### src/rtl/riscv_pipe_pkg.sv
// rtl/riscv_pipe_pkg.sv - shared pipeline widths, NOP encoding and enable constants
package riscv_pipe_pkg;

    localparam int INST_W     = 32;
    localparam int REG_W      = 32;
    localparam int REG_ADDR_W = 5;

    localparam logic [INST_W-1:0]     NOP_INST = 32'h0000_0013;
    localparam logic [REG_ADDR_W-1:0] ZERO_REG = 5'd0;

    localparam logic WRITE_ENABLE  = 1'b1;
    localparam logic WRITE_DISABLE = 1'b0;
    localparam logic READ_ENABLE   = 1'b1;
    localparam logic READ_DISABLE  = 1'b0;

    // Outcome of one ID/EX register update, in priority order below reset.
    typedef enum logic [1:0] {
        UPD_FLUSH,
        UPD_HOLD,
        UPD_BUBBLE,
        UPD_CAPTURE
    } id_ex_upd_e;

endpackage

### src/rtl/id_ex_hazard.sv
// rtl/id_ex_hazard.sv - combinational load-use match between the EX-stage load and ID sources
module id_ex_hazard
    import riscv_pipe_pkg::*;
(
    input  logic                  ex_valid,
    input  logic                  ex_mem_r_ena,
    input  logic                  ex_reg_w_ena,
    input  logic [REG_ADDR_W-1:0] ex_reg_w_addr,
    input  logic [REG_ADDR_W-1:0] rs1_addr,
    input  logic [REG_ADDR_W-1:0] rs2_addr,
    output logic                  hz
);

    logic rs1_match;
    logic rs2_match;

    // x0 is never a real dependency, on either side.
    assign rs1_match = (ex_reg_w_addr == rs1_addr) && (rs1_addr != ZERO_REG);
    assign rs2_match = (ex_reg_w_addr == rs2_addr) && (rs2_addr != ZERO_REG);

    assign hz = ex_valid && (ex_mem_r_ena == READ_ENABLE) && (ex_reg_w_ena == WRITE_ENABLE)
              && (ex_reg_w_addr != ZERO_REG) && (rs1_match || rs2_match);

endmodule

### src/rtl/id_ex.sv
// rtl/id_ex.sv - ID/EX pipeline register with load-use bubble, EX hold and jump flush
// Optional saturating bubble/flush counters under ID_EX_PERF_CNT_EN.
module id_ex
    import riscv_pipe_pkg::*;
#(
    parameter logic [INST_W-1:0] NOP_INST = riscv_pipe_pkg::NOP_INST,
    parameter logic [INST_W-1:0] RST_ADDR = 32'h0000_0000
) (
    input  logic                  clk,
    input  logic                  rst,
    input  logic [INST_W-1:0]     inst_i,
    input  logic [INST_W-1:0]     inst_addr_i,
    input  logic [REG_ADDR_W-1:0] reg1_r_addr_i,
    input  logic [REG_ADDR_W-1:0] reg2_r_addr_i,
    input  logic [REG_W-1:0]      reg1_r_data_i,
    input  logic [REG_W-1:0]      reg2_r_data_i,
    input  logic                  reg_w_ena_i,
    input  logic [REG_ADDR_W-1:0] reg_w_addr_i,
    input  logic                  mem_w_ena_i,
    input  logic                  mem_r_ena_i,
    input  logic                  ex_jump_ena_i,
    input  logic                  ex_hold_i,
    output logic [INST_W-1:0]     inst_o,
    output logic [INST_W-1:0]     inst_addr_o,
    output logic [REG_ADDR_W-1:0] reg1_r_addr_o,
    output logic [REG_ADDR_W-1:0] reg2_r_addr_o,
    output logic [REG_W-1:0]      reg1_r_data_o,
    output logic [REG_W-1:0]      reg2_r_data_o,
    output logic                  reg_w_ena_o,
    output logic [REG_ADDR_W-1:0] reg_w_addr_o,
    output logic                  mem_w_ena_o,
    output logic                  mem_r_ena_o,
    output logic                  valid_o,
    output logic                  stall_o,
    output logic                  flush_o
`ifdef ID_EX_PERF_CNT_EN
   ,output logic [31:0]           bubble_cnt_o,
    output logic [31:0]           flush_cnt_o
`endif
);

    logic       hz;
    id_ex_upd_e upd;

    id_ex_hazard u_hazard (
        .ex_valid      (valid_o),
        .ex_mem_r_ena  (mem_r_ena_o),
        .ex_reg_w_ena  (reg_w_ena_o),
        .ex_reg_w_addr (reg_w_addr_o),
        .rs1_addr      (reg1_r_addr_i),
        .rs2_addr      (reg2_r_addr_i),
        .hz            (hz)
    );

    assign flush_o = ex_jump_ena_i;
    assign stall_o = !ex_jump_ena_i && (hz || ex_hold_i);

    // A taken jump wins over hold: the younger instruction must die even if EX is busy.
    always_comb begin
        upd = UPD_CAPTURE;
        if (ex_jump_ena_i)
            upd = UPD_FLUSH;
        else if (ex_hold_i)
            upd = UPD_HOLD;
        else if (hz)
            upd = UPD_BUBBLE;
    end

    always_ff @(posedge clk) begin
        if (rst) begin
            inst_o        <= NOP_INST;
            inst_addr_o   <= RST_ADDR;
            reg1_r_addr_o <= ZERO_REG;
            reg2_r_addr_o <= ZERO_REG;
            reg1_r_data_o <= '0;
            reg2_r_data_o <= '0;
            reg_w_ena_o   <= WRITE_DISABLE;
            reg_w_addr_o  <= ZERO_REG;
            mem_w_ena_o   <= WRITE_DISABLE;
            mem_r_ena_o   <= READ_DISABLE;
            valid_o       <= 1'b0;
        end else begin
            case (upd)
                UPD_FLUSH, UPD_BUBBLE: begin
                    inst_o        <= NOP_INST;
                    inst_addr_o   <= inst_addr_i;
                    reg1_r_addr_o <= ZERO_REG;
                    reg2_r_addr_o <= ZERO_REG;
                    reg1_r_data_o <= '0;
                    reg2_r_data_o <= '0;
                    reg_w_ena_o   <= WRITE_DISABLE;
                    reg_w_addr_o  <= ZERO_REG;
                    mem_w_ena_o   <= WRITE_DISABLE;
                    mem_r_ena_o   <= READ_DISABLE;
                    valid_o       <= 1'b0;
                end
                UPD_HOLD: ;
                default: begin
                    inst_o        <= inst_i;
                    inst_addr_o   <= inst_addr_i;
                    reg1_r_addr_o <= reg1_r_addr_i;
                    reg2_r_addr_o <= reg2_r_addr_i;
                    reg1_r_data_o <= reg1_r_data_i;
                    reg2_r_data_o <= reg2_r_data_i;
                    reg_w_ena_o   <= reg_w_ena_i;
                    reg_w_addr_o  <= reg_w_addr_i;
                    mem_w_ena_o   <= mem_w_ena_i;
                    mem_r_ena_o   <= mem_r_ena_i;
                    valid_o       <= 1'b1;
                end
            endcase
        end
    end

`ifdef ID_EX_PERF_CNT_EN
    always_ff @(posedge clk) begin
        if (rst) begin
            bubble_cnt_o <= '0;
            flush_cnt_o  <= '0;
        end else begin
            if (upd == UPD_BUBBLE && bubble_cnt_o != 32'hFFFF_FFFF)
                bubble_cnt_o <= bubble_cnt_o + 32'd1;
            if (upd == UPD_FLUSH && flush_cnt_o != 32'hFFFF_FFFF)
                flush_cnt_o <= flush_cnt_o + 32'd1;
        end
    end
`endif

endmodule

### config.mk
export PLATFORM = sky130hd
export DESIGN_NAME = id_ex
export DESIGN_NICKNAME = d
export VERILOG_FILES = /design/src/rtl/riscv_pipe_pkg.sv /design/src/rtl/id_ex_hazard.sv /design/src/rtl/id_ex.sv
export SDC_FILE = /design/constraint.sdc
export NUM_CORES = 1
export LEC_CHECK = 0
export ABC_CLOCK_PERIOD_IN_PS = 4100
export BUFFER_PORTS_ARGS = -buffer_cell sky130_fd_sc_hd__buf_2
export CORE_MARGIN = 2
export CORE_UTILIZATION = 51
export CTS_CLUSTER_SIZE = 14
export DETAILED_ROUTE_END_ITERATION = 10
export PLACE_DENSITY = 0.95
export SLEW_MARGIN = 20
export SYNTH_ARGS = -nofsm -noshare
export SYNTH_HDL_FRONTEND = slang
export SYNTH_SLANG_ARGS = --single-unit
### constraint.sdc
create_clock -name clk -period 4.1 [get_ports clk]
set_input_delay 0.82 -clock clk [delete_from_list [all_inputs] [get_ports clk]]
set_output_delay 0.82 -clock clk [all_outputs]
set_load 0.02 [all_outputs]
; Yosys cells after proc, flatten, opt, wreduce, memory -nomap -nowiden
; Cells that the tools add are included.
[word_totals]
inputBits = 150
out_inout_bits = 149
reg_bits = 147
word_cells = 43
[classes]
eq_ne = 4
mux = 13
n_reduce_logical = 15
[ops]
columns = op, count
row1 = 32-bit one-hot mux with 2 select lines, 3
row2 = 5-bit one-hot mux with 2 select lines, 3
row3 = 5-bit nonzero test, 3
row4 = 5-bit equality test, 2
row5 = 1-bit one-hot mux with 2 select lines, 4
row6 = 1-bit logical AND, 7
row7 = 2-bit 2-to-1 mux, 2
row8 = 2-bit by 1-bit equality test with 1-bit output (second input constant), 1
row9 = 2-bit equality test (second input constant), 1
row10 = 2-bit logical NOT, 1
row11 = 1-bit logical OR, 2
row12 = 2-bit OR reduction, 1
row13 = 1-bit logical NOT, 1
row14 = 1-bit 2-to-1 mux, 1

; Logic depth before layout (Yosys ltp)
; Gate-level depths: netlist of run 1.
[depth]
word_depth = 10
ltp_mapped = 8
depth_no_buf = 4

; Cells and area by module
; A second synthesis of run 1 with hierarchy kept.
[hier_totals]
hier_cells = 552
area_unflattened_um2 = 5146.2
[modules_own_cells]
columns = module, cells_per_inst, instances, area_each_um2, seq_area_each_um2
row1 = id_ex, 531, 1, 4997.3, 2942.8
row2 = id_ex_hazard, 21, 1, 148.9, 0.0

; Least setup slack after synthesis of run 1
; OpenSTA, ideal clock, no wires.
[synth_timing]
path_kind = input-to-output
from = in reg2_r_addr_i[2]
to = out stall_o
stages = 5
path_slack_ns = 1.067
t_arrival_ns = 2.213
cell_sequence = xor2_1 -> nor4_1 -> a22oi_2 -> buf_2 -> o31ai_1
[synth_via]
elab_chain_len = 6
word_cells_on_any_way = 7
cone_classes = eq/ne (1) / reduce/logical (6)
[synth_lines]
columns = element, line
row1 = start: declaration, id_ex.sv:14  ; input logic [REG_ADDR_W-1:0] reg2_r_addr_i,
row2 = 5-bit equality test or 5-bit nonzero test (tied branches), id_ex_hazard.sv:19  ; assign rs2_match = (ex_reg_w_addr == rs2_addr) && (rs2_addr != ZERO_REG);
row3 = 1-bit logical AND *, id_ex_hazard.sv:19
row4 = 1-bit logical OR *, id_ex_hazard.sv:22  ; && (ex_reg_w_addr != ZERO_REG) && (rs1_match || rs2_match);
row5 = 1-bit logical AND *, id_ex_hazard.sv:22
row6 = 1-bit logical OR *, id_ex.sv:56  ; assign stall_o = !ex_jump_ena_i && (hz || ex_hold_i);
row7 = 1-bit logical AND *, id_ex.sv:56
row8 = end: declaration, id_ex.sv:34  ; output logic stall_o,
; Every way passes the cells marked *; elsewhere a longest branch is shown, timed or not.

; Worst setup path in the final report of run 1
[layout_timing]
from = in reg1_r_addr_i[2]
to = out stall_o
[layout_via]
elab_chain_len = 6
word_cells_on_any_way = 7
cone_classes = eq/ne (1) / reduce/logical (6)
[layout_lines]
columns = element, line
row1 = start: declaration, id_ex.sv:13  ; input logic [REG_ADDR_W-1:0] reg1_r_addr_i,
row2 = 5-bit equality test or 5-bit nonzero test (tied branches), id_ex_hazard.sv:18  ; assign rs1_match = (ex_reg_w_addr == rs1_addr) && (rs1_addr != ZERO_REG);
row3 = 1-bit logical AND *, id_ex_hazard.sv:18
row4 = 1-bit logical OR *, id_ex_hazard.sv:22
row5 = 1-bit logical AND *, id_ex_hazard.sv:22
row6 = 1-bit logical OR *, id_ex.sv:56
row7 = 1-bit logical AND *, id_ex.sv:56
; Marked as above.

==> results.txt, run 1 <==
Outcome -> finished clean
Crit-path max cell delay -> 0.41 ns
Fmax -> 0.3307 GHz
Most frequent cells in the layout -> 297 x buf_2, 147 x dfxtp_1, 111 x nor3b_1, 111 x a22o_1, 111 x a21o_1
I/O Buffers -> 298
Worst path cell trace -> buf_2 -> xor2_1 -> nor4_1 -> a22oi_2 -> o31ai_1 -> buf_2
Final Skew -> 0.008954 ns
Number of synthesized flops with an enable pin -> 0
Worst setup SP type -> input port
PostCTS Resize Cnt -> 0
Sequential fraction of the synthesis area -> 44.76%
Post-Syn Area -> 6575 um^2
Power per Cell Area -> 436.4 nW/um^2
Cell count after synthesis -> 690
Final hold violations -> 0
H-Tree Depth -> 4
Vias in the first global route -> 6097
Crit-path slowest cell -> nor4_1
Dominant cell type by area after synthesis -> dfxtp_1
Setup Viol. Count Final -> 0
Yosys top cell area share -> 44.76%
PnR Total Power -> 3.801 mW
Total grt overflow -> 0
RSZ-0062 raised after global routing -> no
# DRC -> 0
CTS tree -> built
Row cnt -> 41
Synth Register Bits -> 147
Design area -> 8710 um^2
Crit Path Max Fanout -> 3
Crit. End Element -> output pin
Fin crit share -> 73.75%
Area of the core -> 12620 um^2
Clock-pin slew on the worst setup and hold paths -> 0.06 ns
Largest net degree at the start of global routing -> 84
Post-Route WL -> 19450 um
Longest Clk Path Bufs -> 2
N_diodes -> 0
Syn nets -> 840
Main synth FF type -> dfxtp_1
Final core utilization -> 69.02%
Num CTS Buffers -> 17
DRT Pass-1 Iters -> 6
Worst min path class -> flop to flop
Placed Area -> 8073 um^2
Commonest non-fill, non-tap cell in the layout -> buf_2
Cells on worst reg2reg path -> 6
Post-DP HPWL -> 12360 um
WP buf/inv -> 2
Wire per inst -> 17.27 um
Max-slew headroom -> 36.52%
First-pass GRT wire length -> 30580 um
Die Footprint -> 13820 um^2
Final GP Congestion -> 0.8740
Reg2reg setup slack -> 1.25 ns
Routed vias -> 6387
Overall routing resource usage -> 26.88%
Setup Buffers After CTS -> 0
Measured slew at the worst slew-check pin -> 0.9499 ns
Initial antenna violation count -> 0
Layout area overhead -> 32.46%
Max-cap violations -> 0
Clock sinks -> 147
First DRT Iteration DRCs -> 474
Clock latency on the worst-skew pair -> 0.42 ns
Pins over their slew limit -> 0
Top cell family by delay on the critical path -> compound AO/OA/AOI/OAI gates
Synth area leaders -> dfxtp_1 45%, a22o_1 15%, a21o_1 13%
Starting Density -> 52.10%
Critical Path Stages -> 6
Hold_buf cts -> 0
Crit path required time -> 3.28 ns
Maximum vdd drop -> 0.4245 mV
Distinct cell type count after synthesis -> 26
Final hold slack -> 0.4481 ns
Final #Nets -> 1092
CP arrival -> 2.20 ns
Via density -> 5.672
Post-synth ARST share -> 0%
Worst setup path class -> input port to output pin
Die span in x -> 117.5 um
Root Buffer -> clkbuf_16
Antenna viol nets, final -> 0
Layout cells sized above 1 -> 36.06%
Hold path depth -> 2
Die height -> 117.5 um
Most used cell, CP -> buf_2
P_leak -> 4.816 nW
Mapped Avg Cell Area -> 9.529 um^2
Number of placed I/O pins -> 299
# fillers -> 953
Min Tclk post-route -> 3.024 ns
Final setup TNS -> 0 ns
Ys Warns -> 0
==> cell usage after synthesis (all sizes together) (2+ instances only) <==
| cell | count |
|---|---|
| buf | 23 |
| a22o | 111 |
| a21oi | 36 |
| o2bb2ai | 3 |
| nor4 | 4 |
| a21o | 111 |
| nand2b | 2 |
| dfxtp | 147 |
| nand2 | 66 |
| clkbuf | 52 |
| xor2 | 8 |
| o21ai | 2 |
| nor3b | 111 |
| or2 | 3 |
| nor3 | 3 |
==> routing by layer <==
metal  share of wire, %  wire length [um]  GRT usage [%]  up-vias
met5                  0                 0              0        -
met4                2.7               516          10.77        0
li1                   -                 -              -     3037
met3                7.3              1420          7.510       41
met2                 50              9639          44.63      282
met1                 40              7873          33.02     3027
==> layout make-up <==
type                       count  area [um^2]  share of cell area [%]
multi-input combinational    467         3329                   38.23
sequential                   147         2943                   33.79
timing repair buffer         308         1582                   18.16
tap                          172        215.2                   2.471
clock inverter                 8        148.9                   1.710
inverter                       1        3.754                 0.04310
clock buffer                  23        488.0                   5.603
==> flip-flops by register name, indices dropped and copies added (netlist names), 5 cells and up <==
register / count
inst_o: 32
reg2_r_data_o: 32
reg1_r_addr_o: 5
reg2_r_addr_o: 5
reg_w_addr_o: 5
reg1_r_data_o: 32
inst_addr_o: 32
==> where the power goes <==
group,internal (mW),switching [mW],leakage (nW)
logic,0.230,0.329,3.30
clock network,1.08,0.589,0.305
registers,1.52,0.0518,1.21
==> worst min-delay path, delay by kind of cell, from the launching register on <==
| kind | cells | cell delay (ns) |
|---|---|---|
| DFF | 1 | 0.30 |
| and+or+nand+nor | 1 | 0.05 |
| AOI/OAI and AO/OA | 1 | 0.05 |
==> metrics by stage <==
stage	std cells	setup slack, ns
floorplan	690	1.067
global placement	1095	0.8632
detailed placement	1095	0.7931
CTS	1126	1.116
global route	1126	1.028
finish	1126	1.076
==> worst paths after layout <==
| kind | start | end |
|---|---|---|
| worst max-delay path | reg1_r_addr_i[2] | stall_o |
| worst min-delay path | inst_addr_o[25] | inst_addr_o[25] |
| worst max register to register | reg_w_addr_o[0] | reg_w_ena_o |
| worst min register to register | inst_addr_o[25] | inst_addr_o[25] |
==> cell families (layout without fill, tap and decap cells) <==
kind of cell           count (synthesis)  count (layout)  synth area share [%]
AND/OR/NAND/NOR                      192             192                 17.79
AO/OA/AOI/OAI                        267             267                 31.42
XOR/XNOR                               8               8                 1.066
buffers and inverters                 76             340                 4.967
flip-flops                           147             147                 44.76
Power figures use the tool's default switching activity.
==> run 2, diff against run 1 <==
- ABC_CLOCK_PERIOD_IN_PS: 4100 -> 2400
- CORE_UTILIZATION: 51 -> 43
- PLACE_DENSITY: 0.95 -> 0.86
- clock period: 4.1 -> 2.4 ns (I/O delays scaled with it)
==> run 2 against run 1 <==
Net effect: setup slack got worse by 1.0 ns; utilization fell by 10 points; combinational power rose by 74%; critical path depth fell by 2; die area rose by 18%; flip-flop and latch count did not move; register-to-register slack got worse by 1.0 ns; largest power group is now sequential cells; critical path type is now flop to output pin; first-iteration DRC count fell by 15%; largest cell class unchanged; wire length fell by 2.9%.
==> results.txt, run 2 (synthesis gave the netlist of run 1 again) <==
Die height -> 127.7 um
Overall routing resource usage -> 21.94%
CP arrival -> 1.84 ns
Post-Route WL -> 18880 um
Die span in x -> 127.7 um
Number of placed I/O pins -> 299
Commonest non-fill, non-tap cell in the layout -> buf_2
Pins over their slew limit -> 0
Row cnt -> 45
Final GP Congestion -> 0.8369
Worst path cell trace -> or4_4 -> o2111ai_4 -> o31ai_2 -> buf_4
Wire per inst -> 16.39 um
Worst min path class -> input port to flop
Crit Path Max Fanout -> 5
Via density -> 5.521
CTS tree -> built
# fillers -> 1272
Post-DP HPWL -> 12170 um
Antenna viol nets, final -> 0
Num CTS Buffers -> 17
First DRT Iteration DRCs -> 401
Final #Nets -> 1101
DR WL met3 -> 1447 um
Placed Area -> 8193 um^2
Setup Viol. Count Final -> 0
Power per Cell Area -> 698.5 nW/um^2
Pre-CTS setup slack -> -0.06243 ns
Maximum vdd drop -> 0.4391 mV
Clock-pin slew on the worst setup and hold paths -> 0.07 ns
Layout area overhead -> 34.42%
Top cell family by delay on the critical path -> simple AND/OR/NAND/NOR gates
Hold_buf cts -> 0
# DRC -> 0
Die Footprint -> 16300 um^2
First-pass GRT wire length -> 28890 um
Crit path required time -> 1.92 ns
Min Tclk post-route -> 2.325 ns
Largest net degree at the start of global routing -> 118
Most frequent cells in the layout -> 296 x buf_2, 142 x dfxtp_1, 111 x nor3b_1, 111 x a22o_1, 111 x a21o_1
Final Skew -> 0.01131 ns
Wire length on met1 -> 7794 um
H-Tree Depth -> 4
Outcome -> finished clean
Max-slew headroom -> 64.54%
Initial antenna violation count -> 0
Area of the core -> 15090 um^2
DRT Pass-1 Iters -> 4
Final hold violations -> 0
Worst setup margin -> 0.07540 ns
Worst setup SP type -> flop
WP buf/inv -> 1
Clock latency on the worst-skew pair -> 0.42 ns
Design area -> 8838 um^2
Measured slew at the worst slew-check pin -> 0.5319 ns
WL met2 -> 9301 um
Crit-path slowest cell -> or4_4
Max-cap violations -> 0
Crit. End Element -> output pin
RSZ-0062 raised after global routing -> yes
Clock sinks -> 147
Worst setup path class -> flop to output pin
Fmax -> 0.4302 GHz
Crit-path max cell delay -> 0.55 ns
Root Buffer -> clkbuf_16
Layout cells sized above 1 -> 37.86%
Total grt overflow -> 0
Starting Density -> 43.57%
N_diodes -> 0
Final hold slack -> 0.2992 ns
Vias in the first global route -> 5741
Routed vias -> 6360
Longest Clk Path Bufs -> 2
Max layer used -> met4
Fin crit share -> 96.86%
P_leak -> 4.837 nW
I/O Buffers -> 298
run 2: repair_timing:
item | CTS | global route
buffers inserted | 1 | 2
setup endpoints to repair | 1 | 1
gates resized for setup | 9 | 5
pin swaps | 7 | 5
run 2: per-stage QoR:
| step | util, % | instances | total power [mW] | TNS [ns] |
|---|---|---|---|---|
| after floorplan | - | 690 | 3.313 | 0 |
| after global placement | 54.30 | 1116 | 3.678 | -1.599 |
| after detailed placement | 54.30 | 1116 | 3.693 | -2.806 |
| after CTS | 58.22 | 1149 | 6.225 | -0.003920 |
| after global routing | 58.57 | 1152 | 6.427 | -0.01440 |
| final | 58.57 | 1152 | 6.174 | 0 |
run 2: final cells by class:
type                            instances  area, um^2  area share (%)
Tap cell                              188       235.2           2.661
Inverter                                1       3.754         0.04247
Sequential cell                       147        2954           33.42
Multi-Input combinational cell        467        3358           38.00
Clock buffer                           18       429.2           4.856
Clock inverter                         14       131.4           1.486
Timing Repair Buffer                  317        1727           19.54
run 2: worst reg2reg max path, stage by stage (launching register included):
cell and delay, ns:
dfxtp_4 0.37, or4_4 0.55, o2111ai_4 0.25, buf_4 0.16, buf_4 0.13, buf_12 0.29
o2bb2ai_1 0.24, a21oi_1 0.05
run 2: layer usage:
layer  vias to the layer above  global-route usage [%]
met5                         -                       0
met2                       266                   37.65
met3                        26                   6.761
met4                         0                   7.240
met1                      3002                   26.20
li1                       3066                       -
run 2: path summary, 6_finish.rpt:
kind | from | to | slack, ns | depth (start not counted)
worst max-delay path | reg_w_addr_o[0] | stall_o | 0.08 | 4
worst min-delay path | inst_addr_i[28] | inst_addr_o[28] | 0.30 | 3
worst max register to register | reg_w_addr_o[0] | inst_o[1] | 0.23 | 7
worst min register to register | inst_addr_o[23] | inst_addr_o[23] | 0.45 | 2
run 2: power breakdown:
| group | leakage (nW) | total (mW) | switching (mW) | internal, mW |
|---|---|---|---|---|
| registers | 1.21 | 2.68 | 0.0858 | 2.60 |
| clock network | 0.252 | 2.52 | 1.08 | 1.43 |
| logic | 3.37 | 0.973 | 0.559 | 0.414 |
==> run 3, diff against run 2 <==
- ABC_AREA: default -> 1
- ABC_CLOCK_PERIOD_IN_PS: 2400 -> 2300
- CORE_UTILIZATION: 43 -> 45
- PLACE_DENSITY: 0.86 -> 0.89
- clock period: 2.4 -> 2.3 ns (I/O delays scaled with it)
==> run 3 against run 2 <==
Net effect: cell area fell by 11%; synthesized cell count rose by 4.1%; worst hold slack improved by 0.0074 ns; clock power increased by 17%; utilization rose by 6.0 points; critical path type unchanged; setup slack improved by 0.11 ns; critical endpoint unchanged; die area shrank 18%.
==> results.txt, run 3 <==
Die Footprint -> 13390 um^2
Overall routing resource usage -> 23.18%
Area of the core -> 12110 um^2
First DRT Iteration DRCs -> 462
Clock sinks -> 147
M3 GR Usage -> 8.054%
Post-Syn Area -> 5617 um^2
H-Tree Depth -> 4
Starting Density -> 46.37%
Num CTS Buffers -> 17
Setup Viol. Count Final -> 0
Setup Buffers After CTS -> 0
Dominant cell type by area after synthesis -> dfxtp_1
DRT Pass-1 Iters -> 5
Post-DP HPWL -> 10980 um
Crit. End Element -> output pin
Post-Synth Adder-Cell Area -> 0%
Row cnt -> 40
Maximum vdd drop -> 0.5636 mV
Layout area overhead -> 39.30%
P_leak -> 3.736 nW
RSZ-0062 raised after global routing -> no
Antenna viol nets, final -> 0
Distinct cell type count after synthesis -> 22
Synth Register Bits -> 147
PnR Total Power -> 6.367 mW
Post-synthesis xor/xnor area fraction -> 0%
Pins over their slew limit -> 0
Longest Clk Path Bufs -> 2
Worst min path class -> input port to flop
Mapped Avg Cell Area -> 7.823 um^2
N_diodes -> 0
Final core utilization -> 64.60%
Design area -> 7824 um^2
Largest net degree at the start of global routing -> 138
Synth area leaders -> dfxtp_1 52%, nand2_1 10%, a21oi_1 10%
Hold_buf cts -> 0
# DRC -> 0
Post-synthesis compound-gate area fraction -> 12.92%
Layout cells sized above 1 -> 37.21%
First-pass GRT wire length -> 24910 um
Cell with the most instances after synthesis -> nand2_1
Placed cells -> 1133
Cell count after synthesis -> 718
Sequential fraction of the synthesis area -> 52.39%
Number of synthesized flops with an enable pin -> 0
I/O Buffers -> 298
Worst setup SP type -> flop
Fmax -> 0.4725 GHz
Placed Area -> 7173 um^2
Final GP Congestion -> 0.8822
Worst setup path class -> flop to output pin
Initial antenna violation count -> 0
Measured slew at the worst slew-check pin -> 0.6295 ns
Max-cap violations -> 0
Ys Warns -> 0
Met2 usage -> 38.87%
Crit Path Max Fanout -> 8
Clock-pin slew on the worst setup and hold paths -> 0.06 ns
Via density -> 4.970
Layout Cells excl Fill -> 1165
CTS tree -> built
Final Skew -> 0.01136 ns
Main synth FF type -> dfxtp_1
CP arrival -> 1.66 ns
Final setup TNS -> 0 ns
GRT busiest layer -> met2
Most frequent cells in the layout -> 297 x buf_2, 152 x nand2_1, 144 x dfxtp_1
Root Buffer -> clkbuf_16
Syn nets -> 868
Post-synthesis mux area share -> 0%
Worst setup margin -> 0.1838 ns
Routed vias -> 5790
Wire per inst -> 13.91 um
Crit path required time -> 1.84 ns
Clock latency on the worst-skew pair -> 0.41 ns
Total grt overflow -> 0
Post-synth ARST share -> 0%
Power per Cell Area -> 813.8 nW/um^2
Reg2reg setup slack -> 0.73 ns
Max-slew headroom -> 58.03%
Yosys top cell area share -> 52.39%
Final hold violations -> 0
Vias in the first global route -> 5290
Largest family of logic cells by synthesized area -> simple AND/OR/NAND/NOR gates
Met1 global-route usage -> 26.81%
Top cells by count, synth -> 152 x nand2_1, 147 x dfxtp_1, 112 x a21oi_1
Number of placed I/O pins -> 299
Final hold slack -> 0.3066 ns
Pre-CTS setup slack -> 0.4288 ns
Synth Area in Simple Gates -> 28.40%
Die height -> 115.7 um
Die span in x -> 115.7 um
Final #Nets -> 1134
Post-Route WL -> 16210 um
Outcome -> finished clean
Commonest non-fill, non-tap cell in the layout -> buf_2
Min Tclk post-route -> 2.116 ns
Fin crit share -> 92.01%
run 3: layout make-up:
cell class / instances / area (um^2)
clock inverters: 9 / 148.9
clock buffers: 23 / 498.0
inverters: 16 / 60.06
repair buffers: 306 / 1629
multi-input cells: 496 / 2331
flip-flops and latches: 147 / 2947
well taps: 168 / 210.2
fillers: 1028 / 4288
run 3: cell families (layout without fill, tap and decap cells):
family / Yosys count / in the layout
simple gates: 351 / 351
flops: 147 / 147
compound gates: 145 / 145
buf+inv: 75 / 354
run 3: power by group:
group	internal [mW]	total (mW)	switching (mW)
registers	2.65	2.71	0.0541
logic	0.265	0.694	0.429
clock network	1.96	2.96	1.01
run 3: per-layer routing:
layer,up-vias,part of all wire [%]
li1,2898,-
met1,2593,40
met2,258,48
met3,41,9.0
met4,0,3.1
met5,-,0
run 3: worst paths after layout:
kind	start	end	cells past startpoint
setup reg to reg	reg_w_addr_o[4]	reg1_r_data_o[3]	9
hold / removal	inst_addr_i[0]	inst_addr_o[0]	3
hold reg to reg	reg2_r_addr_o[0]	reg2_r_addr_o[0]	2
setup / recovery	reg_w_addr_o[0]	stall_o	9
run 3: worst max-delay path: stages, from the launching register on:
cell	delay, ns
dfxtp_1	0.43
inv_2	0.06
nand2_1	0.06
nand2_1	0.05
nor2_1	0.07
nand3_1	0.08
nand2_1	0.11
nand2_4	0.11
o21ai_1	0.12
buf_2	0.17
run 3: repair_timing:
item,CTS,global route
endpoints found under the setup margin,0,1
resized for setup,0,3
hold endpoints to repair,0,0
